`config.mk`:
```
export PLATFORM = sky130hd
export DESIGN_NAME = adder_seq_ctrl
export DESIGN_NICKNAME = d
export VERILOG_FILES = /design/src/rtl/adder_seq_ctrl.sv
export SDC_FILE = /design/constraint.sdc
export NUM_CORES = 1
export LEC_CHECK = 0
export ABC_AREA = 1
export CORE_MARGIN = 1.5
export CORE_UTILIZATION = 50
export CTS_CLUSTER_DIAMETER = 40
export CTS_CLUSTER_SIZE = 14
export DETAILED_ROUTE_END_ITERATION = 8
export HOLD_SLACK_MARGIN = 0.02
export PLACE_DENSITY_LB_ADDON = 0.2
export SYNTH_ARGS = -nofsm -noshare
export SYNTH_HDL_FRONTEND = slang
export SYNTH_HIERARCHICAL = 1
export SYNTH_SLANG_ARGS = --single-unit
```
`constraint.sdc`:
```
create_clock -name clk -period 1.9 [get_ports clk]
set_input_delay 0.38 -clock clk [delete_from_list [all_inputs] [get_ports clk]]
set_output_delay 0.38 -clock clk [all_outputs]
set_load 0.01 [all_outputs]
```
`src/rtl/adder_seq_ctrl.sv`:
```
// Chunked reduction sequencer: one NUM-input adder summed over a stream of chunks into an accumulator.
// Optional macro ADDER_SEQ_SAT_EN: saturating accumulation with a sticky ovf flag.
module adder_seq_add #(
  parameter int NUM   = 4,
  parameter int WIDTH = 32
) (
  input  logic [NUM*WIDTH-1:0] in_data,
  output logic [WIDTH-1:0]     total
);
  logic [NUM:0][WIDTH-1:0] part;

  assign part[0] = '0;
  for (genvar j = 0; j < NUM; j++) begin : g_chain
    assign part[j+1] = part[j] + in_data[WIDTH*j +: WIDTH];
  end
  assign total = part[NUM];
endmodule

module adder_seq_ctrl #(
  parameter int NUM   = 4,
  parameter int WIDTH = 32,
  parameter int CW    = 8
) (
  input  logic                 clk,
  input  logic                 rst_n,
  input  logic                 start,
  input  logic [CW-1:0]        num_chunks,
  input  logic [NUM*WIDTH-1:0] in_data,
  input  logic                 in_valid,
  output logic                 in_ready,
  output logic [WIDTH-1:0]     sum,
  output logic                 sum_valid,
  input  logic                 sum_ready,
  output logic                 busy,
  output logic                 ovf
);
  typedef enum logic [1:0] {IDLE, ACC, DONE} state_t;

  state_t           state, state_nxt;
  logic [WIDTH-1:0] acc, chunk_sum, acc_step;
  logic [CW-1:0]    remaining;
  logic             step_clamp, ovf_q, hs, last;

  adder_seq_add #(.NUM(NUM), .WIDTH(WIDTH)) u_add (
    .in_data (in_data),
    .total   (chunk_sum)
  );

  assign hs   = in_valid & in_ready;
  assign last = (remaining == CW'(1));

`ifdef ADDER_SEQ_SAT_EN
  logic [WIDTH:0] wide;

  // chunk_sum is already wrapped by the adder; only the accumulate step clamps
  always_comb begin
    wide       = {acc[WIDTH-1], acc} + {chunk_sum[WIDTH-1], chunk_sum};
    step_clamp = wide[WIDTH] != wide[WIDTH-1];
    acc_step   = wide[WIDTH-1:0];
    if (step_clamp)
      acc_step = wide[WIDTH] ? {1'b1, {(WIDTH-1){1'b0}}} : {1'b0, {(WIDTH-1){1'b1}}};
  end
`else
  assign acc_step   = acc + chunk_sum;
  assign step_clamp = 1'b0;
`endif

  always_ff @(posedge clk or negedge rst_n)
    if (!rst_n) state <= IDLE;
    else        state <= state_nxt;

  always_comb begin
    state_nxt = state;
    in_ready  = 1'b0;
    busy      = 1'b1;
    case (state)
      IDLE: begin
        busy = 1'b0;
        if (start) state_nxt = (num_chunks != '0) ? ACC : DONE;
      end
      ACC: begin
        in_ready = 1'b1;
        if (hs && last) state_nxt = DONE;
      end
      DONE: if (sum_ready) state_nxt = IDLE;
      default: state_nxt = IDLE;
    endcase
  end

  always_ff @(posedge clk or negedge rst_n)
    if (!rst_n) begin
      acc       <= '0;
      remaining <= '0;
      sum       <= '0;
      sum_valid <= 1'b0;
      ovf_q     <= 1'b0;
    end else begin
      case (state)
        IDLE: if (start) begin
          acc       <= '0;
          remaining <= num_chunks;
          ovf_q     <= 1'b0;
          if (num_chunks == '0) begin
            sum       <= '0;
            sum_valid <= 1'b1;
          end
        end
        ACC: if (hs) begin
          acc       <= acc_step;
          remaining <= remaining - CW'(1);
          if (step_clamp) ovf_q <= 1'b1;
          if (last) begin
            sum       <= acc_step;
            sum_valid <= 1'b1;
          end
        end
        DONE: if (sum_ready) sum_valid <= 1'b0;
        default: ;
      endcase
    end

  assign ovf = ovf_q;
endmodule

```
==> out/qor.csv <==
stage,metric,value,unit
die,Ports,177,
die,Die W,143.2,um
die,CORE AREA,19400,um2
logic_synthesis,"Cell Area, Synth",9831,um2
logic_synthesis,top post-synthesis cells by area,"nand2_1, dfrtp_1, inv_1",
place,Placement Cell Area,13410,um2
grt,pin count of the biggest net entering global routing,41,
clocking,clock buffer depth,2,
layout,ratio of cells with drive above 1 in the final layout,43.42,%
hold_path,hold crit path type,reg2reg,
setup_path,Critical Path AT,4230,ps
pwr,P per Cell Area,1818,nW/um2
clocking,CTS tree,yes,
timing,Tcrit/Tclk final,210.3,%
logic_synthesis,number of synthesized flops with an enable pin,0,
logic_synthesis,prevailing post-synth register cell,dfrtp_1,
logic_synthesis,Syn Nets,1856,
pwr,Max VDD drop,1.044,mV
drt,vias post-DR,11980,
drt,Avg WL per Cell,17.60,um
logic_synthesis,Synth top area share,21.84,%
clocking,Root Buffer,clkbuf_16,
outcome,status,"complete, but fails checks",
timing,Fin Setup TNS,-113000,ps
logic_synthesis,Post-synth ARST share,100.0,%
grt,vias in the first global route,10990,
timing,RSZ-0062 raised after global routing,true,
logic_synthesis,library cells used by synthesis,42,
drt,DR vias/cell,5.400,
clocking,clk_lat worst skew,350,ps
clocking,clock-pin slew on the worst setup and hold paths,70,ps
layout,number of fill cells,1102,
layout,antenna diode count,0,
timing,Setup WS post-layout,-2095,ps
grt,antenna violations before repair,1,
drt,final WL,39.03,mm
grt,All-Layer GR Usage,31.55,%
timing,Slew Limit Fails,0,
setup_path,crit path max fanout,4,
grt,first-pass GRT wire length,51.25,mm
setup_path,CP endpoint kind,register,
setup_path,r2r setup slk,-380,ps
timing,Rel. slew slack,66.65,%
drt,DRT antenna net count,0,
setup_path,CP Launch Type,primary input,
die,chip height,143.2,um
job,max_cap viols,0,
logic_synthesis,Post-synth top cells,"nand2_1, inv_1, nor2_1",
layout,Syn-to-layout area delta,67.82,%
timing,Worst Tran Pin Value,500.3,ps
clocking,CTS sink count,75,
die,die area,20510,um2
logic_synthesis,Avg Inst Size Synth,6.202,um2
place,Port Buffers,175,
timing,Final Hold Viols,0,
logic_synthesis,synthesized flop and latch total,75,
timing,Tmin final,3995,ps
clocking,CTS Buf Count,9,
timing,Peak Freq,250.3,MHz
clocking,htree depth,3,
place,gpl congestion,1.007,
logic_synthesis,most frequent cell after synthesis,nand2_1,
timing,skew final,12.28,ps
pwr,leakage power figure,8.969,nW
drt,first drt pass iteration count,7,
logic_synthesis,Yosys warning count,6,
die,Starting Density,50.68,%
die,# rows,51,
logic_synthesis,sequential share of the synthesized area,19.09,%
setup_path,CP Class,in2reg,
logic_synthesis,"area leader, netlist",nand2_1,
drt,DR DRC count,0,
place,Post-DP HPWL,23.66,mm
grt,grt total ovfl,0,
layout,final net count,2219,
timing,Setup Viol. Count Final,62,
logic_synthesis,Synth Instances,1585,
layout,post-route cell area,16500,um2
drt,initial drt markers,900,
setup_path,WP data required,2140,ps
outcome,failing checks,negative setup slack,
## stage by stage
| stage | power [mW] | hold slack [ps] | instances | utilization, % | setup WS, ps |
|---|---|---|---|---|---|
| 2_1_floorplan | 12.62 | 84.41 | 1585 | - | -1743 |
| 3_5_place_dp | 18.95 | 355.1 | 2142 | 69.14 | -2754 |
| 6_report | 29.99 | 486.1 | 2218 | 85.05 | -2095 |
| 4_1_cts | 25.03 | 484.5 | 2196 | 78.89 | -1886 |
| 5_1_grt | 31.58 | 495.1 | 2218 | 85.05 | -2333 |
| 3_3_place_gp | 18.66 | 347.8 | 2142 | 69.14 | -2655 |
## logic make-up (layout without fill, tap and decap cells)
| group | after synthesis | in the layout | synth area share [%] |
|---|---|---|---|
| flops | 75 | 75 | 19.09 |
| xor+xnor | 23 | 23 | 2.049 |
| other cells | 1 | 1 | 0.03815 |
| compound gates | 119 | 119 | 6.720 |
| simple gates | 803 | 803 | 33.89 |
| fa+ha+maj | 130 | 130 | 21.36 |
| buf+inv | 434 | 802 | 16.85 |
## final timing paths
kind,startpoint,to,cells after the start
max,in_data[43],sum[15],23
min,sum[7],sum[7],2
max reg2reg,acc[0],acc[30],15
min reg2reg,sum[7],sum[7],2
max in group asynchronous,rst_n,acc[31],3
min in group asynchronous,rst_n,acc[10],2
## placed cells by master, fill, tap and decap left out, types with 25 or more instances in the layout
cell	Yosys	final
a21oi_2	3	29
buf_4	3	147
buf_6	1	47
clkdlybuf4s50_1	0	85
dfrtp_1	75	75
dlygate4sd2_1	0	35
fa_1	63	58
ha_4	0	53
inv_1	405	299
inv_2	9	106
nand2_1	572	350
nand2_2	22	163
nand2_4	0	78
nand3_1	65	31
nand3_2	4	25
nand4_1	26	26
nor2_1	85	34
nor2_4	1	37
## worst max-delay path, stage by stage
cell,delay [ps]
clkdlybuf4s15_1,190
inv_2,70
fa_2,440
fa_1,510
inv_2,50
ha_4,310
nand2_4,80
inv_4,80
nand2_2,90
nor3_4,210
nand2_2,100
nand2_4,140
xor2_4,270
ha_4,290
nand2_1,90
nand2_1,110
inv_1,90
nand2_2,80
a21oi_4,150
nand2_4,110
or2_1,260
nand3_2,70
o21ai_1,60
## sequential cells by signal, summed over array words and instances (netlist names)
signal     count
remaining      8
acc           32
sum           32
state          2
sum_valid      1
## cell type report
cell class	instances	area (um2)	area share (%)
Inverter	414	1577	9.556
Tap cell	265	331.6	2.010
Clock inverter	7	57.56	0.3489
Clock buffer	9	225.2	1.365
Sequential cell	75	1877	11.38
Timing Repair Buffer	372	3366	20.40
Multi-Input combinational cell	1076	9065	54.94
## timing repair
item / 4_1_cts / 5_1_grt
resized for setup: 524 / 342
setup buffers: 37 / 25
setup endpoints to repair: 64 / 71
hold endpoints to repair: 14 / 0
pin swaps: 292 / 221
hold buffers: 1 / 0
## routing by layer
metal | GRT usage (%) | vias to the layer above | share of wire (%)
li1 | - | 5424 | -
met1 | 38.49 | 5690 | 37
met5 | 0 | - | 0.023
met4 | 10.90 | 2 | 6.4
met2 | 56.24 | 634 | 49
met3 | 5.064 | 227 | 7.1
## power breakdown
group          switching (mW)  total (mW)  internal (mW)
logic                    14.8        25.7           10.9
registers               0.444        2.60           2.15
clock network           0.792        1.70          0.907
No activity file was read; power rests on OpenSTA's default activity.
